$ cat src/rtl/mac_pkg.sv
// Shared MAC definitions: transmit-arbiter state encoding and frame-size defaults.
package mac_pkg;

  typedef enum logic [1:0] {
    ST_IDLE  = 2'd0,
    ST_PKT   = 2'd1,
    ST_DRAIN = 2'd2
  } tx_arb_state_e;

  localparam int MAC_MAX_LEN    = 1518;
  localparam int MAC_BYTE_CNT_W = 11;

endpackage

$ cat src/rtl/sat_counter.sv
// Statistics counter that adds 0, 1 or 2 per cycle and sticks at all-ones.
module sat_counter #(
  parameter int W = 8
) (
  input  logic         tx_clk,
  input  logic         rstn,
  input  logic [1:0]   inc,
  output logic [W-1:0] cnt
);

  // Two guard bits so that adding 2 to all-ones is always visible as overflow.
  logic [W+1:0] sum;

  always_comb begin
    sum = {2'b00, cnt} + {{W{1'b0}}, inc};
  end

  // NOTE: sequential state uses non-blocking (<=) so every flop samples pre-edge values.
  always_ff @(posedge tx_clk) begin
    if (!rstn)                     cnt <= '0;
    else if (sum[W+1:W] != 2'b00)  cnt <= '1;
    else                           cnt <= sum[W-1:0];
  end

endmodule

$ cat src/rtl/mac_tx_arbiter.sv
// Two-requester round-robin packet arbiter feeding the MAC transmit write port,
// with MAX_LEN truncation, orphan-beat discard and saturating statistics.
module mac_tx_arbiter
  import mac_pkg::*;
#(
  parameter int MAX_LEN = MAC_MAX_LEN,
  parameter int CNT_W   = 8
) (
  input  logic             tx_clk,
  input  logic             rstn,
  input  logic             en,
  input  logic [7:0]       s0_data,
  input  logic             s0_sop,
  input  logic             s0_eop,
  input  logic             s0_err,
  input  logic             s0_valid,
  output logic             s0_ready,
  input  logic [7:0]       s1_data,
  input  logic             s1_sop,
  input  logic             s1_eop,
  input  logic             s1_err,
  input  logic             s1_valid,
  output logic             s1_ready,
  output logic [7:0]       tx_data,
  output logic             tx_sop,
  output logic             tx_eop,
  output logic             tx_err,
  output logic             tx_wren,
  input  logic             tx_rdy,
  output logic             busy,
  output logic             grant,
  output logic [CNT_W-1:0] trunc_cnt,
  output logic [CNT_W-1:0] orphan_cnt
);

  localparam logic [MAC_BYTE_CNT_W-1:0] LAST_IDX = MAC_BYTE_CNT_W'(MAX_LEN - 1);

  tx_arb_state_e             state, state_next;
  logic                      rr_pref;
  logic [MAC_BYTE_CNT_W-1:0] byte_cnt;

  logic [7:0] sel_data;
  logic       sel_sop, sel_eop, sel_err, sel_valid;
  logic       cand0, cand1, win, grant_now, acc, trunc;
  logic [1:0] orphan_inc, trunc_inc;

  // NOTE: every always_comb output gets a default first, so no path can infer a latch.
  always_comb begin
    sel_data   = grant ? s1_data  : s0_data;
    sel_sop    = grant ? s1_sop   : s0_sop;
    sel_eop    = grant ? s1_eop   : s0_eop;
    sel_err    = grant ? s1_err   : s0_err;
    sel_valid  = grant ? s1_valid : s0_valid;
    cand0      = s0_valid & s0_sop;
    cand1      = s1_valid & s1_sop;
    state_next = state;
    s0_ready   = 1'b0;
    s1_ready   = 1'b0;
    win        = (cand0 & cand1) ? rr_pref : cand1;
    grant_now  = 1'b0;
    acc        = 1'b0;
    trunc      = 1'b0;
    orphan_inc = 2'd0;

    case (state)
      ST_IDLE: begin
        // Only non-sop beats are taken here; they are discarded and counted.
        s0_ready = s0_valid & ~s0_sop;
        s1_ready = s1_valid & ~s1_sop;
        if (en & (cand0 | cand1)) begin
          grant_now  = 1'b1;
          state_next = ST_PKT;
        end
      end
      ST_PKT: begin
        s0_ready = ~grant & tx_rdy;
        s1_ready =  grant & tx_rdy;
        acc      = sel_valid & tx_rdy;
        trunc    = acc & ~sel_eop & (byte_cnt == LAST_IDX);
        if (acc & sel_eop) state_next = ST_IDLE;
        else if (trunc)    state_next = ST_DRAIN;
      end
      ST_DRAIN: begin
        s0_ready = ~grant;
        s1_ready =  grant;
        if (sel_valid & sel_eop) state_next = ST_IDLE;
      end
      default: state_next = ST_IDLE;
    endcase

    // Nothing is accepted while reset is held, so the MAC sees a clean flush.
    if (!rstn) begin
      s0_ready = 1'b0;
      s1_ready = 1'b0;
    end
    if (state == ST_IDLE) orphan_inc = {1'b0, s0_ready} + {1'b0, s1_ready};
  end

  assign trunc_inc = {1'b0, trunc};
  assign busy      = (state != ST_IDLE);

  always_ff @(posedge tx_clk) begin
    if (!rstn) state <= ST_IDLE;
    else       state <= state_next;
  end

  always_ff @(posedge tx_clk) begin
    if (!rstn) begin
      grant    <= 1'b0;
      rr_pref  <= 1'b0;
      byte_cnt <= '0;
      tx_wren  <= 1'b0;
      tx_data  <= 8'h00;
      tx_sop   <= 1'b0;
      tx_eop   <= 1'b0;
      tx_err   <= 1'b0;
    end else begin
      tx_wren <= acc;
      if (acc) begin
        tx_data  <= sel_data;
        tx_sop   <= sel_sop;
        tx_eop   <= sel_eop | trunc;
        tx_err   <= sel_err | trunc;
        byte_cnt <= byte_cnt + 1'b1;
      end
      if (grant_now) begin
        grant    <= win;
        rr_pref  <= ~win;
        byte_cnt <= '0;
      end
    end
  end

  sat_counter #(.W(CNT_W)) u_trunc_cnt (
    .tx_clk (tx_clk),
    .rstn   (rstn),
    .inc    (trunc_inc),
    .cnt    (trunc_cnt)
  );

  sat_counter #(.W(CNT_W)) u_orphan_cnt (
    .tx_clk (tx_clk),
    .rstn   (rstn),
    .inc    (orphan_inc),
    .cnt    (orphan_cnt)
  );

endmodule

$ cat config.mk
export PLATFORM = sky130hd
export DESIGN_NAME = mac_tx_arbiter
export DESIGN_NICKNAME = d
export VERILOG_FILES = /design/src/rtl/mac_pkg.sv /design/src/rtl/sat_counter.sv /design/src/rtl/mac_tx_arbiter.sv
export SDC_FILE = /design/constraint.sdc
export NUM_CORES = 1
export LEC_CHECK = 0
export CAP_MARGIN = 20
export CORE_MARGIN = 2
export CORE_UTILIZATION = 39
export DETAILED_ROUTE_END_ITERATION = 6
export PLACE_DENSITY = 0.8
export SYNTH_ARGS = -nofsm -noshare
export SYNTH_HDL_FRONTEND = slang
export SYNTH_SLANG_ARGS = --single-unit
$ cat constraint.sdc
create_clock -name tx_clk -period 3 [get_ports tx_clk]
set_clock_uncertainty 0.05 [all_clocks]
set_input_delay 0.45 -clock tx_clk [delete_from_list [all_inputs] [get_ports tx_clk]]
set_output_delay 0.45 -clock tx_clk [all_outputs]
set_load 0.02 [all_outputs]
==> results.yml, run 1 <==
logic_synthesis:
  synth_edf_count: 0
  async_flop_share_pct: 0
  yosysTopAreaCellShare_pct: 40.35
  syn_inst: 235
  synth_area_leaders: "dfxtp_1 (40%), mux2i_1 (5.6%), nor2_1 (4.2%)"
  synthFlopType: "dfxtp_1"
  ys_seq_elements: 43
  synth_area_per_cell_sq_um: 9.078
  synth_area_sq_mm: 0.002133
  yosysSeqAreaShare_pct: 40.35
  synth_top_area_cell: "dfxtp_1"
  yosysWarningCount: 0
  syn-num-nets: 271
  ys_types: 45
drt:
  drc_errors: 0
  wl_per_cell_um: 13.37
  highest_layer: "met4"
  drt_iter0_drc: 102
  wl_met3_um: 243
  drt_pass1_iterations: 6
  ant_nets: 0
  vias_per_cell: 5.127
  drt-met1-wl_um: 2338
  dr_wl_met2_um: 2418
  wl_um: 5066
  routed-via-count: 1943
cts:
  cts_root_buf: "clkbuf_8"
  cts_sinks: 43
  ctsLongestPathBuffers: 2
  cts_made_buffers: 5
  cts_tree: "built"
  cts.clk_slew.worst_paths_ns: 0.08
  clk_latency_ns: 0.29
  h-tree-depth: 2
timing:
  worst-slew-pin-transition_ns: 0.3051
  min_period_ns: 2.811
  worst_slack_ns: 0.1890
  setup_viol: 0
  period_share_pct: 93.70
  relSlewSlack_pct: 79.59
  fmax_ghz: 0.3557
  drv_slew: 0
  rsz0062_at_grt: "false"
  hold_viol: 0
layout:
  layout_commonest_cell: "clkdlybuf4s50_1"
  syn_to_final_growth_pct: 43.17
  n_fill_cell: 456
  seqCellArea_sq_um: 862.1
  antennaDiodeCount: 0
  nets: 344
  multiInputGateArea_sq_mm: 0.001194
  drive_gt1_share_pct: 14.89
  final_cell_mix: "clkdlybuf4s50_1 (59), dfxtp_1 (42), nor2_1 (22), buf_4 (17), a21oi_1 (16)"
  finalInstanceArea_sq_mm: 0.003054
worst_setup_path:
  r2r_end: "u_orphan_cnt.cnt[7]"
  required_ns: 3.16
  rr_startpoint: "state[1]"
  r2r_slack_ns: 0.27
  cp_max_fo: 3
  reg2regPathDepth: 12
  cp-end-kind: "flop"
  path_class: "input port to flop"
  cp-start-kind: "input port"
  critPathArrivalTime_ns: 2.97
pwr:
  power.switching_w: 0.0002807
  p_clk_share_pct: 41.3
  pwr_density_cell_mw_per_mm2: 420.3
  p_total_w: 0.001284
  seq_power_share_pct: 46.0
  internal_power_w: 0.001003
  p_comb_share_pct: 12.7
  irDropWorstVdd_mv: 0.1860
  p_leak_nw: 1.109
  swShare_pct: 21.87
die:
  rows: 26
  core_sq_mm: 0.005205
  die_area_sq_mm: 0.006078
  fp.dieH_um: 77.96
  fp.dieW_um: 77.96
  pin_count: 60
  floorplan.initialDensity_pct: 40.99
job:
  max_cap_violations: 0
grt:
  grt_use_total_pct: 17.69
  grt_pass1_vias: 1931
  grt_overflow_total: 0
  grt_max_degree: 26
  antenna_found_initial: 0
  grt_first_pass_wirelength_um: 8645
placement:
  portBuffers: 59
  place_ws_ns: -0.2749
  gp_congestion: 0.7865
  hpwl_um: 3762
  place_area_sq_mm: 0.002869
status:
  run_status: "completed"
hold_path:
  holdPathEnd: "tx_data[0]"
  min-delay-start: "tx_data[0]"
  hold_path_class: "flop to flop"
  min_path_cells: 2
[worst max-delay path by stage]
stage | start | cells past startpoint | end
2_1_floorplan | grant | 15 | u_orphan_cnt.cnt[6]
3_5_place_dp | s1_sop | 14 | u_orphan_cnt.cnt[6]
6_report | s0_sop | 14 | u_orphan_cnt.cnt[7]
5_1_grt | s1_sop | 14 | u_orphan_cnt.cnt[6]
3_3_place_gp | s1_sop | 14 | u_orphan_cnt.cnt[6]
4_1_cts | s1_sop | 13 | u_orphan_cnt.cnt[1]
[final cells by class]
type | count | share of cell area (%)
sequential | 43 | 28.23
inverter | 13 | 1.598
multi-input combinational | 168 | 39.08
clock buffer | 6 | 2.376
timing repair buffer | 77 | 23.88
clock inverter | 2 | 1.966
tap | 70 | 2.868
[critical path, cell delays in order]
cell             delay, ns
clkdlybuf4s50_1       0.48
nor2_1                0.05
a22o_2                0.24
a22oi_2               0.13
nor2_2                0.06
ha_1                  0.27
and2_4                0.14
ha_4                  0.12
inv_2                 0.04
fa_2                  0.38
and3b_2               0.28
buf_6                 0.11
nor3_1                0.04
a211oi_1              0.19
[cell families after synthesis]
kind of cell,Yosys count,share of synthesized area (%)
AND/OR/NAND/NOR,80,20.35
AO/OA/AOI/OAI,53,16.42
flip-flops,43,40.35
buffers and inverters,24,5.747
XOR/XNOR,14,5.748
multiplexers,13,6.334
adder cells (fa/ha/maj),8,5.044
[power groups by stage]
stage	Clock [W]	Combinational (W)	Sequential [W]
floorplan	0	0.0000628	0.000612
global placement	0	0.000156	0.000602
detailed placement	0	0.000158	0.000602
CTS	0.000542	0.000160	0.000589
global route	0.000583	0.000178	0.000592
finish	0.000530	0.000163	0.000590
[cell usage after synthesis, drive strengths merged (7+ instances only)]
cell type	count
a211oi	11
a21oi	17
buf	8
dfxtp	43
ha	7
inv	13
mux2i	12
nand2	10
nand3	10
nand4	8
nor2	25
o21ai	8
xor2	9
[registers in the layout, summed over array words and instances (netlist names)]
register / count
byte_cnt: 11
grant: 1
rr_pref: 1
state: 2
tx_data: 8
tx_eop: 1
tx_err: 1
tx_sop: 1
tx_wren: 1
u_orphan_cnt.cnt: 8
u_trunc_cnt.cnt: 8
[routing by layer]
layer | track usage, % | up-vias
li1 | - | 990
met1 | 21.54 | 900
met2 | 30.34 | 47
met3 | 4.884 | 6
met4 | 5.263 | 0
met5 | 0 | -
[stage by stage]
step | hold WS, ns | utilization, % | setup TNS (ns) | instances
final | 0.4488 | 58.68 | 0 | 379
after global routing | 0.4805 | 58.68 | 0 | 379
after CTS | 0.4530 | 57.67 | 0 | 378
after detailed placement | 0.4418 | 55.12 | -1.952 | 370
after global placement | 0.4325 | 55.12 | -1.515 | 370
after floorplan | 0.4165 | - | 0 | 235
[timing repair]
item / CTS / global route
gates resized for setup: 0 / 12
hold buffers: 0 / 0
buffers inserted: 0 / 1
endpoints found under the setup margin: 0 / 8
Note: power is estimated with default switching activity, not from simulation.
==> run 2: changes to the inputs <==
- PLACE_DENSITY: 0.8 -> 0.79
- SYNTH_HIERARCHICAL: unset -> 1
==> results.yml, run 2 <==
logic_synthesis:
  syn_inst: 248
  async_flop_share_pct: 0
  yosysSeqAreaShare_pct: 38.03
  synth_area_leaders: "dfxtp_1 (38%), mux2i_1 (4.9%), ha_1 (3.9%)"
  synth_area_per_cell_sq_um: 9.127
  ys_types: 48
  synth.top_cells.by_count: "dfxtp_1 (43), inv_1 (19), nor2_1 (18)"
  yosysTopAreaCellShare_pct: 38.03
  yosysWarningCount: 6
  synth_most_common_cell: "dfxtp_1"
  ys_seq_elements: 43
  synthFlopType: "dfxtp_1"
  synth_edf_count: 0
  synth_top_area_cell: "dfxtp_1"
  synth_area_sq_mm: 0.002263
timing:
  hold_viol: 0
  setup_viol: 0
  tns_ns: 0
  drv_slew: 0
  rsz0062_at_grt: "false"
  period_share_pct: 93.97
  worst_slack_ns: 0.1808
  min_period_ns: 2.819
  fmax_ghz: 0.3547
placement:
  gp_congestion: 0.8498
  portBuffers: 59
  hpwl_um: 4042
  place_ws_ns: -0.4171
drt:
  drt_iter0_drc: 61
  drc_errors: 0
  ant_nets: 0
  vias_per_cell: 5.167
  wl_per_cell_um: 13.34
  drt_pass1_iterations: 4
  wl_um: 5430
  routed-via-count: 2103
worst_setup_path:
  critPathArrivalTime_ns: 2.98
  path_class: "input port to flop"
  crit_path_cell_trace: "clkdlybuf4s50_1 -> and3b_1 -> o2111ai_1 -> nor3b_2 -> buf_4 -> ha_1 -> inv_1 -> fa_1 -> and4b_4 -> or4_1 -> and3_1"
  rr_startpoint: "state[0]"
  path_delay_family: "simple AND/OR/NAND/NOR gates"
  reg2regPathDepth: 12
  cp_max_fo: 4
  slowest_delay_ns: 0.50
  slowest_stage: "or4_1"
  required_ns: 3.16
  cp-start-kind: "input port"
  r2r_slack_ns: 0.20
  r2r_end: "u_orphan_cnt/cnt[7]"
  critPathBufInv: 3
  cp-end-kind: "flop"
grt:
  met3_usage_pct: 4.045
  busiest_layer: "met2"
  grt_use_total_pct: 17.64
  grt_util_met2_pct: 30.08
  grt_overflow_total: 0
  grt_pass1_vias: 1995
  grt_util_met1_pct: 20.64
  grt_max_degree: 26
  grt_first_pass_wirelength_um: 8887
  antenna_found_initial: 0
cts:
  cts.clk_slew.worst_paths_ns: 0.08
  clk_latency_ns: 0.31
  cts_hold_buf: 0
  cts_root_buf: "clkbuf_8"
  ctsLongestPathBuffers: 2
  cts_tree: "built"
  cts_sinks: 43
  h-tree-depth: 2
  cts_made_buffers: 5
pwr:
  swShare_pct: 26.07
  irDropWorstVdd_mv: 0.2057
  pwr_density_cell_mw_per_mm2: 364.5
  p_total_w: 0.001188
  internal_power_w: 0.0008783
  p_clk_share_pct: 33.6
  power.switching_w: 0.0003097
  p_comb_share_pct: 16.2
  seq_power_share_pct: 50.3
  p_leak_nw: 1.238
hold_path:
  min-delay-start: "byte_cnt[10]"
  hold_path_class: "flop to flop"
  min_path_cells: 2
  holdPathEnd: "byte_cnt[10]"
die:
  fp.dieW_um: 80.18
  rows: 27
  pin_count: 60
  core_sq_mm: 0.005540
  fp.dieH_um: 80.18
  floorplan.initialDensity_pct: 40.85
  die_area_sq_mm: 0.006429
layout:
  final_cell_mix: "clkdlybuf4s50_1 (54), dfxtp_1 (42), buf_4 (27), inv_1 (18), nor2_1 (18)"
  syn_to_final_growth_pct: 44.00
  antennaDiodeCount: 0
  post-route-util_pct: 58.83
  nets: 371
  drive_gt1_share_pct: 17.91
  layout_commonest_cell: "clkdlybuf4s50_1"
  largest-register: "byte_cnt"
  largest_reg_flops: 11
status:
  run_status: "completed"
job:
  max_cap_violations: 0
==> run 2: cell count changes after synthesis, moves of 6 or more <==
cell	delta
nor2_1	-6
inv_1	+6
nand4_1	-6
xor2_1	-9
nor3b_1	+6
o21a_1	+8
==> run 2: cell families after synthesis <==
| group | Yosys count | synth area share, % |
|---|---|---|
| adder cells (fa/ha/maj) | 9 | 5.638 |
| flip-flops | 43 | 38.03 |
| other | 1 | 0.1657 |
| multiplexers | 12 | 5.473 |
| AO/OA/AOI/OAI | 63 | 19.51 |
| AND/OR/NAND/NOR | 86 | 23.55 |
| XOR/XNOR | 7 | 2.709 |
| buffers and inverters | 27 | 4.920 |
==> run 2: worst max path at each step <==
stage / to / slack [ns] / start / cells after the start
after CTS: u_trunc_cnt/cnt[3] / 0.006 / tx_rdy / 12
after detailed placement: u_orphan_cnt/cnt[7] / -0.42 / s0_valid / 13
after floorplan: u_orphan_cnt/cnt[7] / 0.01 / state[0] / 13
final: u_trunc_cnt/cnt[7] / 0.18 / s1_eop / 11
after global placement: u_orphan_cnt/cnt[7] / -0.36 / s0_valid / 13
after global routing: u_orphan_cnt/cnt[3] / 0.05 / state[0] / 12
==> run 2: power groups by stage <==
stage	combinational [W]	clock, W	sequential, W
after floorplan	0.0000728	0	0.000620
after global placement	0.000184	0	0.000609
after detailed placement	0.000186	0	0.000610
after CTS	0.000191	0.000407	0.000597
after global routing	0.000211	0.000422	0.000599
final	0.000192	0.000399	0.000597
==> run 2: what timing repair did <==
item	CTS	global route
gates resized for setup	10	6
pin swaps	1	5
gates cloned	0	0
buffers inserted	0	2
endpoints found under the setup margin	11	13
==> run 2: metal layers <==
| layer | up-vias | part of all wire, % |
|---|---|---|
| met5 | - | 0 |
| met4 | 0 | 2.7 |
| met3 | 10 | 5.1 |
| met2 | 53 | 48 |
| met1 | 951 | 44 |
| li1 | 1089 | - |
==> run 2: per-stage QoR <==
stage / cells / instance area, sq um / hold WS [ns]
CTS: 405 / 3231 / 0.4320
floorplan: 249 / 2277 / 0.4034
detailed placement: 397 / 3098 / 0.4195
global placement: 397 / 3098 / 0.4114
global route: 407 / 3259 / 0.4769
finish: 407 / 3259 / 0.4373
==> run 2: area by class of cell <==
class	instances	area [sq um]
fillers	490	2281
multi-input cells	179	1335
flip-flops and latches	43	862.1
repair buffers	86	805.8
well taps	72	90.09
clock buffers	7	86.33
inverters	19	71.32
clock inverters	1	8.758
==> run 2: worst min-delay path, cell delays in order, from the launching register on <==
cell and delay [ns]:
dfxtp_1 0.32, o21ai_0 0.07, a21oi_1 0.06
==> run 3: changes to the inputs <==
- GPL_ROUTABILITY_DRIVEN: unset -> 0
==> results of run 3 <==
Final layout, timing and power as in run 2 (identical DEF).
